$ cat config.mk
export PLATFORM = sky130hd
export DESIGN_NAME = rr_sel_mux_flat
export DESIGN_NICKNAME = d
export VERILOG_FILES = /design/src/rtl/rr_sel_mux_pkg.sv /design/src/rtl/rr_sel_mux_if.sv /design/src/rtl/rr_sel_mux_arbiter.sv /design/src/rtl/rr_sel_mux.sv /design/src/flat_wrapper.sv
export SDC_FILE = /design/constraint.sdc
export NUM_CORES = 1
export LEC_CHECK = 0
export CAP_MARGIN = 30
export CORE_ASPECT_RATIO = 0.7
export CORE_MARGIN = 5
export CORE_UTILIZATION = 33
export DETAILED_ROUTE_END_ITERATION = 6
export PLACE_DENSITY = 0.81
export SYNTH_ARGS = -nofsm -noshare
export SYNTH_HDL_FRONTEND = slang
export SYNTH_SLANG_ARGS = --single-unit
export TNS_END_PERCENT = 10
$ cat constraint.sdc
create_clock -name clk -period 1.55 [get_ports clk]
set_input_delay 0.31 -clock clk [delete_from_list [all_inputs] [get_ports clk]]
set_output_delay 0.31 -clock clk [all_outputs]
set_load 0.02 [all_outputs]
$ cat src/rtl/rr_sel_mux_pkg.sv
// Shared constants and helpers for the selectable / round-robin output mux.
// Imported by the interface, the arbiter and the top module.
package rr_sel_mux_pkg;

  localparam int MODE_SEL = 0;
  localparam int MODE_RR  = 1;

  localparam int DEF_WIDTH = 32;
  localparam int DEF_NCH   = 4;

  // Width of a channel index; never below one bit.
  function automatic int idx_w(input int n);
    return (n > 1) ? $clog2(n) : 1;
  endfunction

  // Width of a bit offset into a packed bus of n words of w bits.
  function automatic int off_w(input int n, input int w);
    return ((n * w) > 1) ? $clog2(n * w) : 1;
  endfunction

endpackage

$ cat src/rtl/rr_sel_mux_if.sv
// Request/response bundle between the channel sources, the mux and the
// downstream consumer. slave is the mux side, master the environment side.
interface rr_sel_mux_if
  import rr_sel_mux_pkg::*;
#(
  parameter int WIDTH = DEF_WIDTH,
  parameter int NCH   = DEF_NCH
);

  localparam int SW = idx_w(NCH);

  logic [NCH-1:0]       in_valid;
  logic [NCH*WIDTH-1:0] in_data;
  logic [NCH-1:0]       in_ready;
  logic [SW-1:0]        sel;
  logic                 out_valid;
  logic [WIDTH-1:0]     out_data;
  logic [SW-1:0]        out_ch;
  logic                 out_ready;

  modport master (
    output in_valid, in_data, sel, out_ready,
    input  in_ready, out_valid, out_data, out_ch
  );

  modport slave (
    input  in_valid, in_data, sel, out_ready,
    output in_ready, out_valid, out_data, out_ch
  );

endinterface

$ cat src/rtl/rr_sel_mux_arbiter.sv
// Round-robin grant: first requester strictly after ptr, wrapping at NCH.
// Purely combinational; en gates every grant.
module rr_arbiter
  import rr_sel_mux_pkg::*;
#(
  parameter int NCH = DEF_NCH
) (
  input  logic [NCH-1:0]         req,
  input  logic [idx_w(NCH)-1:0]  ptr,
  input  logic                   en,
  output logic [NCH-1:0]         gnt,
  output logic [idx_w(NCH)-1:0]  gnt_idx
);

  localparam int SW = idx_w(NCH);

  logic [SW-1:0] cand_s;
  logic          found_s;

  // Walk the channels in priority order starting one past the last winner.
  always_comb begin
    gnt     = '0;
    gnt_idx = '0;
    found_s = 1'b0;
    cand_s  = '0;
    for (int k = 1; k <= NCH; k++) begin
      cand_s = SW'((int'(ptr) + k) % NCH);
      if (en && !found_s && req[cand_s]) begin
        gnt[cand_s] = 1'b1;
        gnt_idx     = cand_s;
        found_s     = 1'b1;
      end else begin
        found_s = found_s;
      end
    end
  end

endmodule

$ cat src/rtl/rr_sel_mux.sv
// N-channel to one registered output mux, either software-selected (SEL)
// or round-robin arbitrated (RR), with a single-entry skid-free output stage.
module rr_sel_mux
  import rr_sel_mux_pkg::*;
#(
  parameter int WIDTH = DEF_WIDTH,
  parameter int NCH   = DEF_NCH,
  parameter int MODE  = MODE_SEL
) (
  input logic         clk,
  input logic         rst,
  rr_sel_mux_if.slave bus
);

  localparam int SW = idx_w(NCH);
  localparam int OW = off_w(NCH, WIDTH);

  logic             load_s;
  logic [NCH-1:0]   gnt_s;
  logic [SW-1:0]    gnt_idx_s;
  logic             acc_s;
  logic [OW-1:0]    lsb_s;
  logic [WIDTH-1:0] word_s;

  logic             out_valid_r;
  logic [WIDTH-1:0] out_data_r;
  logic [SW-1:0]    out_ch_r;

  // Loadability depends only on the output stage, never on in_valid.
  always_comb begin
    load_s = !out_valid_r || bus.out_ready;
  end

  if (MODE == MODE_RR) begin : g_rr
    logic [SW-1:0] last_grant_r;

    rr_arbiter #(
      .NCH (NCH)
    ) u_arb (
      .req     (bus.in_valid),
      .ptr     (last_grant_r),
      .en      (load_s && !rst),
      .gnt     (gnt_s),
      .gnt_idx (gnt_idx_s)
    );

    // Priority pointer moves only when a word is actually taken.
    always_ff @(posedge clk) begin
      if (rst) begin
        last_grant_r <= SW'(NCH - 1);
      end else if (acc_s) begin
        last_grant_r <= gnt_idx_s;
      end else begin
        last_grant_r <= last_grant_r;
      end
    end
  end else begin : g_sel
    // Out-of-range selects grant nothing.
    always_comb begin
      gnt_s     = '0;
      gnt_idx_s = bus.sel;
      if (!rst && load_s && (int'(bus.sel) < NCH)) begin
        gnt_s[bus.sel] = 1'b1;
      end else begin
        gnt_s = '0;
      end
    end
  end

  // Only the granted lane is sliced out, so junk on other lanes never loads.
  always_comb begin
    acc_s  = |(bus.in_valid & gnt_s);
    lsb_s  = OW'(int'(gnt_idx_s) * WIDTH);
    word_s = bus.in_data[lsb_s +: WIDTH];
  end

  // Output stage: reload on acceptance, drain on transfer, otherwise hold.
  always_ff @(posedge clk) begin
    if (rst) begin
      out_valid_r <= 1'b0;
      out_data_r  <= '0;
      out_ch_r    <= '0;
    end else if (acc_s) begin
      out_valid_r <= 1'b1;
      out_data_r  <= word_s;
      out_ch_r    <= gnt_idx_s;
    end else if (bus.out_ready) begin
      out_valid_r <= 1'b0;
      out_data_r  <= out_data_r;
      out_ch_r    <= out_ch_r;
    end else begin
      out_valid_r <= out_valid_r;
      out_data_r  <= out_data_r;
      out_ch_r    <= out_ch_r;
    end
  end

  assign bus.in_ready  = gnt_s;
  assign bus.out_valid = out_valid_r;
  assign bus.out_data  = out_data_r;
  assign bus.out_ch    = out_ch_r;

endmodule

$ cat src/flat_wrapper.sv
// flat-port wrapper written by rule: the top's interface ports become plain ports
module rr_sel_mux_flat import rr_sel_mux_pkg::*;
#(
  parameter int WIDTH = DEF_WIDTH,
  parameter int NCH   = DEF_NCH,
  parameter int MODE  = MODE_SEL
)
  (clk, rst, bus_in_valid, bus_in_data, bus_sel, bus_out_ready, bus_in_ready, bus_out_valid, bus_out_data, bus_out_ch);
  rr_sel_mux_if #(.WIDTH(WIDTH), .NCH(NCH)) bus_i ();
  input logic clk;
  input logic rst;
  input wire logic [$bits(bus_i.in_valid)-1:0] bus_in_valid;
  input wire logic [$bits(bus_i.in_data)-1:0] bus_in_data;
  input wire logic [$bits(bus_i.sel)-1:0] bus_sel;
  input wire logic [$bits(bus_i.out_ready)-1:0] bus_out_ready;
  output wire logic [$bits(bus_i.in_ready)-1:0] bus_in_ready;
  output wire logic [$bits(bus_i.out_valid)-1:0] bus_out_valid;
  output wire logic [$bits(bus_i.out_data)-1:0] bus_out_data;
  output wire logic [$bits(bus_i.out_ch)-1:0] bus_out_ch;
  assign bus_i.in_valid = bus_in_valid;
  assign bus_i.in_data = bus_in_data;
  assign bus_i.sel = bus_sel;
  assign bus_i.out_ready = bus_out_ready;
  assign bus_in_ready = bus_i.in_ready;
  assign bus_out_valid = bus_i.out_valid;
  assign bus_out_data = bus_i.out_data;
  assign bus_out_ch = bus_i.out_ch;
  rr_sel_mux #(.WIDTH(WIDTH), .NCH(NCH), .MODE(MODE)) u_core (.clk(clk), .rst(rst), .bus(bus_i));
endmodule
==> results of run 1 <==
-- kinds of logic after synthesis --
| kind of cell | count (synthesis) | synth area share, % |
|---|---|---|
| AO/OA/AOI/OAI | 69 | 15.90 |
| AND/OR/NAND/NOR | 45 | 11.18 |
| flip-flops | 35 | 32.26 |
| multiplexers | 34 | 34.16 |
| buffers and inverters | 27 | 6.508 |
-- cell type report --
cell class / instances / area share (%)
multi-input cells: 149 / 32.80
clock buffers: 7 / 1.786
clock inverters: 1 / 0.1171
well taps: 78 / 2.284
flip-flops and latches: 35 / 16.43
repair buffers: 199 / 46.50
inverters: 1 / 0.08785
-- timing repair --
action / in CTS / in global routing
endpoints found under the hold margin: 0 / 0
buffers inserted: 2 / 3
pin swaps: 2 / 2
cloned: 1 / 2
endpoints found under the setup margin: 56 / 55
resized for setup: 44 / 28
-- power groups by stage --
| stage | registers, uW | logic, uW | clock network [uW] |
|---|---|---|---|
| after global routing | 1020 | 1180 | 692 |
| final | 1010 | 1100 | 631 |
| after floorplan | 1130 | 381 | 0 |
| after CTS | 1010 | 1070 | 645 |
| after global placement | 1030 | 1050 | 0 |
| after detailed placement | 1030 | 1080 | 0 |
-- layout by cell type (no fill, tap or decap) --
cell / synthesis / layout
mux2_2: 1 / 1
buf_4: 2 / 22
nand3_1: 34 / 32
nor2b_4: 0 / 1
and3_1: 1 / 1
o21ai_1: 5 / 8
clkbuf_8: 0 / 5
nand2_1: 1 / 1
dlygate4sd2_1: 0 / 20
clkbuf_16: 0 / 2
nor4_1: 2 / 1
inv_1: 1 / 1
clkbuf_1: 8 / 2
nor4b_2: 0 / 2
nand3_2: 0 / 2
dfxtp_1: 35 / 34
o21ai_0: 29 / 26
a21oi_1: 35 / 33
clkdlybuf4s50_1: 0 / 131
dlymetal6s2s_1: 0 / 18
mux4_2: 32 / 32
nand2b_1: 1 / 1
or3_4: 0 / 1
nor2_1: 1 / 1
nor3_4: 0 / 2
clkinv_2: 0 / 1
a21oi_2: 0 / 2
nor4_2: 0 / 1
dfxtp_2: 0 / 1
buf_2: 13 / 4
mux2i_1: 1 / 1
buf_12: 0 / 2
-- worst paths after layout --
check        slack, ns                      end            startpoint  cells past startpoint
max              -0.03  u_core.bus.out_data[31]       bus_in_valid[2]                      6
min               0.46     u_core.bus.out_ch[0]  u_core.bus.out_ch[0]                      2
max reg2reg       0.15  u_core.bus.out_data[26]  u_core.bus.out_valid                      5
min reg2reg       0.46     u_core.bus.out_ch[0]  u_core.bus.out_ch[0]                      2
-- metrics by stage --
step / utilization [%] / cells / hold WS [ns]
detailed placement: 64.05 / 454 / 0.4574
CTS: 65.28 / 465 / 0.4660
floorplan: - / 210 / 0.5290
global placement: 64.05 / 454 / 0.4495
global route: 67.76 / 470 / 0.4867
finish: 67.76 / 470 / 0.4609
-- per-layer routing --
layer | up-vias | share of wire [%] | wire length (um)
li1 | 1186 | - | -
met1 | 1176 | 38 | 3394
met2 | 126 | 50 | 4457
met3 | 6 | 11 | 989
met4 | 0 | 0.64 | 57
met5 | - | 0 | 0
-- sequential cells by signal, summed over array words and instances, names as in the netlist --
signal	cells
u_core.bus.out_data	32
u_core.bus.out_ch	2
u_core.bus.out_valid	1
-- worst min-delay path, delay by kind of cell, from the launching register on --
kind            cells  cell delay (ns)
compound gates      1             0.05
flops               1             0.32
simple gates        1             0.05
==> impl_metrics.csv, run 1 <==
group,metric,value,unit
logic_synthesis,syn_nets,347,
critical_path,critical_path_class,"in -> reg",
die,ios,176,
critical_path,critical_path_buf_inv_count,2,
grt,grt_use_total,20.16,%
clocking,cts-root-buf,"clkbuf_8",
drt,drc_errors,0,
sta,hold_viol,0,
power_and_ir_drop,total_power,2743,uW
die,rows,24,
clocking,hold_buffers,0,
power_and_ir_drop,netSwitchingPower,791.3,uW
clocking,path_clk_slew,0.07,ns
power_and_ir_drop,power.leakage,0.001871,uW
logic_synthesis,ys_warn_count,0,
sta,period_share,101.7,%
power_and_ir_drop,p_int,1952,uW
outcome,failed_checks,"negative setup slack",
clocking,cts_buffers,5,
power_and_ir_drop,p_comb_share,40.1,%
critical_path,cp_cell_sequence,"clkdlybuf4s50_1 -> mux2_2 -> and3_1 -> buf_4 -> o21ai_0 -> a21oi_1",
logic_synthesis,synth_edf_count,0,
layout,seqCellArea,701.9,um^2
sta,drv_slew,0,
grt,antenna_found_initial,0,
grt,top_usage_layer,"met2",
logic_synthesis,synth_top_area_cell,"mux4_2",
grt,use_met3,8.043,%
sta,rsz0062_at_grt,"yes",
drt,wirelength,8898,um
logic_synthesis,ys_seq_elements,35,
placed_design,io_buffers,175,
die,die_h,77.88,um
layout,n_antenna_cell,0,
power_and_ir_drop,clock_power_share,23.0,%
layout,multiInputGateArea,1401,um^2
layout,drive_gt1_share,20.66,%
logic_synthesis,seq_area_frac_synth,32.26,%
drt,drt_iter0_markers,70,
drt,wl_per_cell,18.93,um
clocking,cts_tree,"built",
sta,slew_headroom,73.16,%
critical_path,critPathMaxFanout,23,
power_and_ir_drop,peakVddDrop,0.0003552,V
layout,area_growth,96.72,%
die,start_util,34.44,%
die,core,6306,um^2
critical_path,slowest_stage,"clkdlybuf4s50_1",
die,fp.dieW,107.0,um
grt,grt_pass1_vias,2651,
logic_synthesis,postSynthAreaPerCell,10.34,um^2
job,drv_cap,0,
logic_synthesis,netlist.area_leader.share,33.18,%
placed_design,place_ws,-0.7906,ns
die,dieArea,8331,um^2
grt,grt.met1_usage,22.88,%
drt,route.vias.total,2494,
grt,grt_first_pass_wirelength,13230,um
logic_synthesis,syn_area,2172,um^2
layout,stdcell_area,4273,um^2
placed_design,gp_congestion,0.7812,
sta,fin_skew,0.004567,ns
logic_synthesis,synthFlopType,"dfxtp_1",
grt,grtUsageMet2,36.87,%
power_and_ir_drop,p_seq_share,36.9,%
grt,grt_max_degree,35,
logic_synthesis,synth_cell_types,23,
clocking,htree_levels,2,
layout,fill_cells,513,
critical_path,worstPathRequired,1.71,ns
sta,worst_slew_pin_slew,0.4026,ns
logic_synthesis,synth_area_leaders,"mux4_2 (33%), dfxtp_1 (32%), a21oi_1 (8.1%)",
grt,grt_overflow_total,0,
hold_path,hold_path.class,"reg -> reg",
outcome,status,"complete, but fails checks",
critical_path,end_kind,"register",
critical_path,worstPathArrival,1.74,ns
sta,fmax,634.6,MHz
clocking,cts_sinks,35,
logic_synthesis,async_flop_share,0,%
critical_path,cp_slowest_stage_delay,0.40,ns
critical_path,crit_path_start_kind,"input pin",
sta,finalSetupViolCount,18,
drt,drt_pass1_iterations,4,
power_and_ir_drop,powerDensity,641.9,nW/um^2
power_and_ir_drop,switching_share,28.85,%
clocking,clk_latency,0.28,ns
placed_design,placed_area,4039,um^2
drt,viasPerCell,5.306,
sta,timing.final.ws_setup,-0.02576,ns
logic_synthesis,synthCells,210,
layout,nNetsFinal,528,
logic_synthesis,synth_common_cells,"a21oi_1 (35), dfxtp_1 (35), nand3_1 (34)",
sta,fin_crit,1.576,ns
placed_design,hpwl,6788,um
drt,ant_nets,0,
clocking,clockBufferDepth,2,
critical_path,critPathTopFamily,"buffers and inverters",
sta,finalSetupTns,-0.2567,ns
No activity file was read; power rests on OpenSTA's default activity.
==> inputs of run 2 (changes only) <==
- CORE_MARGIN: 5 -> 2
- SLEW_MARGIN: not set -> 15
==> impl_metrics.csv, run 2 (synthesis results as in run 1) <==
group,metric,value,unit
critical_path,end_kind,"output port",
critical_path,crit_start,"u_core.bus.out_data[12]",
die,fp.dieW,101.0,um
layout,layout.cells.non_filler,469,
sta,finalSetupViolCount,0,
outcome,status,"finished, final reports clean",
power_and_ir_drop,peakVddDrop,0.0003920,V
critical_path,slowest_stage,"clkdlybuf4s50_1",
sta,worst_slew_pin_slew,0.3954,ns
clocking,cts_sinks,35,
die,core,6306,um^2
power_and_ir_drop,p_comb_share,40.7,%
power_and_ir_drop,netSwitchingPower,789.1,uW
hold_path,hold_start,"u_core.bus.out_data[10]",
drt,wirelength,8418,um
die,die_h,71.88,um
clocking,htree_levels,2,
die,dieArea,7258,um^2
critical_path,crit_path_start_kind,"register",
layout,area_growth,98.91,%
placed_design,placed_area,4064,um^2
grt,grt_overflow_total,0,
power_and_ir_drop,p_int,1969,uW
drt,route.vias.total,2526,
critical_path,critPathMaxFanout,2,
clocking,cts_tree,"built",
critical_path,r2r_start,"u_core.bus.out_valid",
power_and_ir_drop,powerDensity,638.4,nW/um^2
layout,largest_reg_flops,32,
power_and_ir_drop,power.leakage,0.001945,uW
sta,hold_viol,0,
placed_design,hpwl,6243,um
clocking,clk_latency,0.27,ns
die,ios,176,
drt,wl_per_cell,17.95,um
placed_design,gp_congestion,0.8325,
clocking,path_clk_slew,0.07,ns
layout,fill_cells,539,
layout,drive_gt1_share,20.20,%
power_and_ir_drop,clock_power_share,22.6,%
layout,multiInputGateArea,1425,um^2
sta,period_share,98.34,%
critical_path,critPathTopFamily,"buffers and inverters",
die,start_util,34.44,%
critical_path,cp_slowest_stage_delay,0.61,ns
grt,grt_first_pass_wirelength,12880,um
critical_path,worstPathArrival,1.21,ns
grt,grt_pass1_vias,2726,
critical_path,regToRegSetupSlack,0.04,ns
power_and_ir_drop,switching_share,28.61,%
placed_design,dp_cells,454,
clocking,clockBufferDepth,2,
sta,fin_skew,0.004186,ns
critical_path,critical_path_buf_inv_count,1,
critical_path,cp_cell_sequence,"clkdlybuf4s50_1",
sta,slew_headroom,73.64,%
clocking,cts-root-buf,"clkbuf_8",
layout,nNetsFinal,527,
placed_design,io_buffers,175,
grt,grt_use_total,22.58,%
critical_path,worstPathRequired,1.24,ns
critical_path,critical_path_class,"reg -> out",
sta,drv_slew,0,
grt,antenna_found_initial,0,
layout,final_cell_mix,"clkdlybuf4s50_1 (132), a21oi_1 (35), nand3_1 (34), dfxtp_1 (34), mux4_2 (32)",
grt,grt_max_degree,22,
die,rows,24,
hold_path,hold_path.class,"reg -> reg",
layout,seqCellArea,701.9,um^2
layout,n_antenna_cell,0,
layout,layout_commonest_cell,"clkdlybuf4s50_1",
sta,rsz0062_at_grt,"yes",
sta,fin_crit,1.524,ns
layout,stdcell_area,4320,um^2
drt,drt_iter0_markers,90,
drt,viasPerCell,5.386,
sta,fmax,656.1,MHz
job,drv_cap,0,
drt,ant_nets,0,
clocking,cts_buffers,5,
drt,drc_errors,0,
drt,drt_pass1_iterations,4,
power_and_ir_drop,p_seq_share,36.7,%
run 2: routing by layer:
| layer | vias to the layer above | share of wire [%] | track usage, % |
|---|---|---|---|
| met3 | 4 | 8.3 | 5.756 |
| li1 | 1182 | - | - |
| met1 | 1215 | 39 | 26.10 |
| met4 | 0 | 0.40 | 3.604 |
| met2 | 125 | 53 | 42.89 |
| met5 | - | 0 | 0 |
run 2: area by class of cell:
class / count / area share [%]
well taps: 78 / 2.259
inverters: 1 / 0.08688
clock buffers: 7 / 1.767
flip-flops and latches: 35 / 16.25
clock inverters: 1 / 0.1158
repair buffers: 198 / 46.54
multi-input cells: 149 / 32.99
run 2: worst reg2reg max path, cell delays in order, from the launching register on:
cell	delay (ns)
dfxtp_2	0.32
nor2b_4	0.16
buf_4	0.14
or3_4	0.41
buf_12	0.17
a21oi_1	0.14
nor2_1	0.05
run 2: through the flow:
step           util [%]  worst slack [ns]  hold WS [ns]  power, uW  TNS [ns]
2_1_floorplan         -           -0.1453        0.5290       1509    -1.522
3_3_place_gp      64.44           -0.6721        0.4494       2091    -24.15
3_5_place_dp      64.44           -0.8427        0.4559       2125    -28.33
4_1_cts           67.20          -0.04658        0.4654       2787   -0.2333
5_1_grt           68.51          -0.02265        0.4851       2889  -0.02328
6_report          68.51           0.02574        0.4608       2758         0
run 2: power groups by stage:
stage | logic (uW) | clock network [uW] | registers [uW]
final | 1120 | 622 | 1010
after CTS | 1130 | 647 | 1010
after global placement | 1060 | 0 | 1030
after global routing | 1200 | 672 | 1020
after floorplan | 381 | 0 | 1130
after detailed placement | 1090 | 0 | 1030
run 2: final timing paths:
kind,end,cells past startpoint
max,bus_out_data[12],1
min,u_core.bus.out_data[10],2
max reg2reg,u_core.bus.out_ch[1],6
min reg2reg,u_core.bus.out_data[10],2
run 2: timing repair:
action,in CTS,in global routing
setup buffers,5,0
pin swaps,2,0
setup endpoints to repair,47,60
gates cloned,2,0
hold buffers,0,0
resized for setup,45,46
==> inputs of run 3 (changes only) <==
- RECOVER_POWER: not set -> 50
==> impl_metrics.csv, run 3 (synthesis results as in run 1) <==
group,metric,value,unit
critical_path,regToRegSetupSlack,0.04,ns
layout,largest_reg_flops,32,
sta,worst_slew_pin_slew,0.3952,ns
critical_path,end_kind,"output port",
critical_path,slowest_stage,"clkdlybuf4s50_1",
layout,nNetsFinal,527,
placed_design,gp_congestion,0.8325,
layout,fin_util,65.18,%
clocking,htree_levels,2,
die,start_util,34.44,%
die,core,6306,um^2
drt,viasPerCell,5.405,
die,ios,176,
critical_path,critPathMaxFanout,2,
grt,grt_pass1_vias,2726,
layout,fill_cells,573,
clocking,cts-root-buf,"clkbuf_8",
placed_design,hpwl,6243,um
clocking,cts_buffers,5,
grt,grt_first_pass_wirelength,12880,um
clocking,clk_latency,0.28,ns
sta,drv_slew,0,
drt,drc_errors,0,
critical_path,critical_path_class,"reg -> out",
critical_path,r2r-end,"u_core.bus.out_ch[1]",
outcome,status,"finished, final reports clean",
critical_path,crit_start,"u_core.bus.out_data[12]",
drt,wirelength,8469,um
critical_path,cp_cell_sequence,"clkdlybuf4s50_1",
layout,drive_gt1_share,20.20,%
sta,slew_headroom,73.65,%
sta,period_share,98.44,%
sta,finalSetupViolCount,0,
clocking,clockBufferDepth,2,
hold_path,hold_path.class,"reg -> reg",
die,dieArea,7258,um^2
clocking,cts_sinks,35,
grt,grt_use_total,22.58,%
critical_path,worstPathRequired,1.24,ns
drt,route.vias.total,2535,
layout,final_cell_mix,"clkdlybuf4s50_1 (132), a21oi_1 (35), nand3_1 (34), dfxtp_1 (34), mux4_2 (32)",
die,rows,24,
power_and_ir_drop,powerDensity,659.8,nW/um^2
die,die_h,71.88,um
critical_path,cp_slowest_stage_delay,0.61,ns
sta,hold_viol,0,
grt,grt_overflow_total,0,
placed_design,dp_cells,454,
drt,ant_nets,0,
job,drv_cap,0,
critical_path,worst-path-stages,1,
drt,wl_per_cell,18.06,um
critical_path,r2r_cells,6,
critical_path,worstPathArrival,1.22,ns
clocking,cts_tree,"built",
layout,layout.cells.non_filler,469,
layout,layout_commonest_cell,"clkdlybuf4s50_1",
sta,fin_crit,1.526,ns
critical_path,crit_end,"bus_out_data[12]",
sta,rsz0062_at_grt,"yes",
power_and_ir_drop,power.leakage,0.001498,uW
grt,antenna_found_initial,0,
power_and_ir_drop,peakVddDrop,0.0003898,V
clocking,path_clk_slew,0.07,ns
critical_path,crit_path_start_kind,"register",
layout,area_growth,89.23,%
critical_path,critPathTopFamily,"buffers and inverters",
drt,drt_iter0_markers,70,
drt,drt_pass1_iterations,4,
critical_path,critical_path_buf_inv_count,1,
sta,fin_skew,0.005840,ns
sta,fmax,655.4,MHz
grt,grt_max_degree,22,
critical_path,r2r_start,"u_core.bus.out_valid",
layout,n_antenna_cell,0,
die,fp.dieW,101.0,um
placed_design,io_buffers,175,
run 3: worst min path at each step:
| stage | from | to | slack, ns | depth (start not counted) |
|---|---|---|---|---|
| 2_1_floorplan | bus_out_ready | u_core.bus.out_valid | 0.53 | 2 |
| 3_3_place_gp | u_core.bus.out_data[4] | u_core.bus.out_data[4] | 0.45 | 2 |
| 3_5_place_dp | u_core.bus.out_data[10] | u_core.bus.out_data[10] | 0.46 | 2 |
| 4_1_cts | u_core.bus.out_data[5] | u_core.bus.out_data[5] | 0.47 | 2 |
| 5_1_grt | u_core.bus.out_data[10] | u_core.bus.out_data[10] | 0.49 | 2 |
| 6_report | u_core.bus.out_data[10] | u_core.bus.out_data[10] | 0.46 | 2 |
run 3: report_power, final:
group,internal (uW),total (uW),switching (uW)
combinational,623,1070,448
clock,315,626,311
sequential,977,1020,37.9
run 3: layout make-up:
cell class / instances / area [um^2] / area share, %
Tap cell: 78 / 97.59 / 2.374
Clock buffer: 7 / 76.32 / 1.857
Clock inverter: 1 / 5.005 / 0.1218
Timing Repair Buffer: 198 / 1800 / 43.81
Inverter: 1 / 3.754 / 0.09132
Multi-Input combinational cell: 149 / 1425 / 34.67
Sequential cell: 35 / 701.9 / 17.08
run 3: repair_timing:
action	in CTS	in global routing
endpoints found under the setup margin	47	60
gates resized for setup	45	46
pin swaps	2	0
hold buffers	0	0
setup buffers	5	0
gates cloned	2	0
run 3: through the flow:
step                      setup slack (ns)  hold WS [ns]  area [um^2]  TNS (ns)  power [uW]
after global routing              -0.02265        0.4867         4110  -0.02328        2837
after CTS                         -0.04658        0.4654         4238   -0.2333        2787
after floorplan                    -0.1453        0.5290         2191    -1.522        1509
after detailed placement           -0.8427        0.4559         4064    -28.33        2125
final                              0.02414        0.4632         4110         0        2712
after global placement             -0.6721        0.4494         4064    -24.15        2091
run 3: metal layers:
layer  global-route usage, %  share of wire [%]  vias to the layer above
met4                   3.604               0.40                        0
met3                   5.756                8.7                        4
met1                   26.10                 39                     1223
met2                   42.89                 52                      125
met5                       0                  0                        -
li1                        -                  -                     1183
run 3: worst register-to-register path: cells and delay by family, from the launching register on:
kind	cells	cell delay, ns
AO/OA/AOI/OAI	1	0.14
AND/OR/NAND/NOR	3	0.62
buffers and inverters	2	0.32
flip-flops	1	0.32
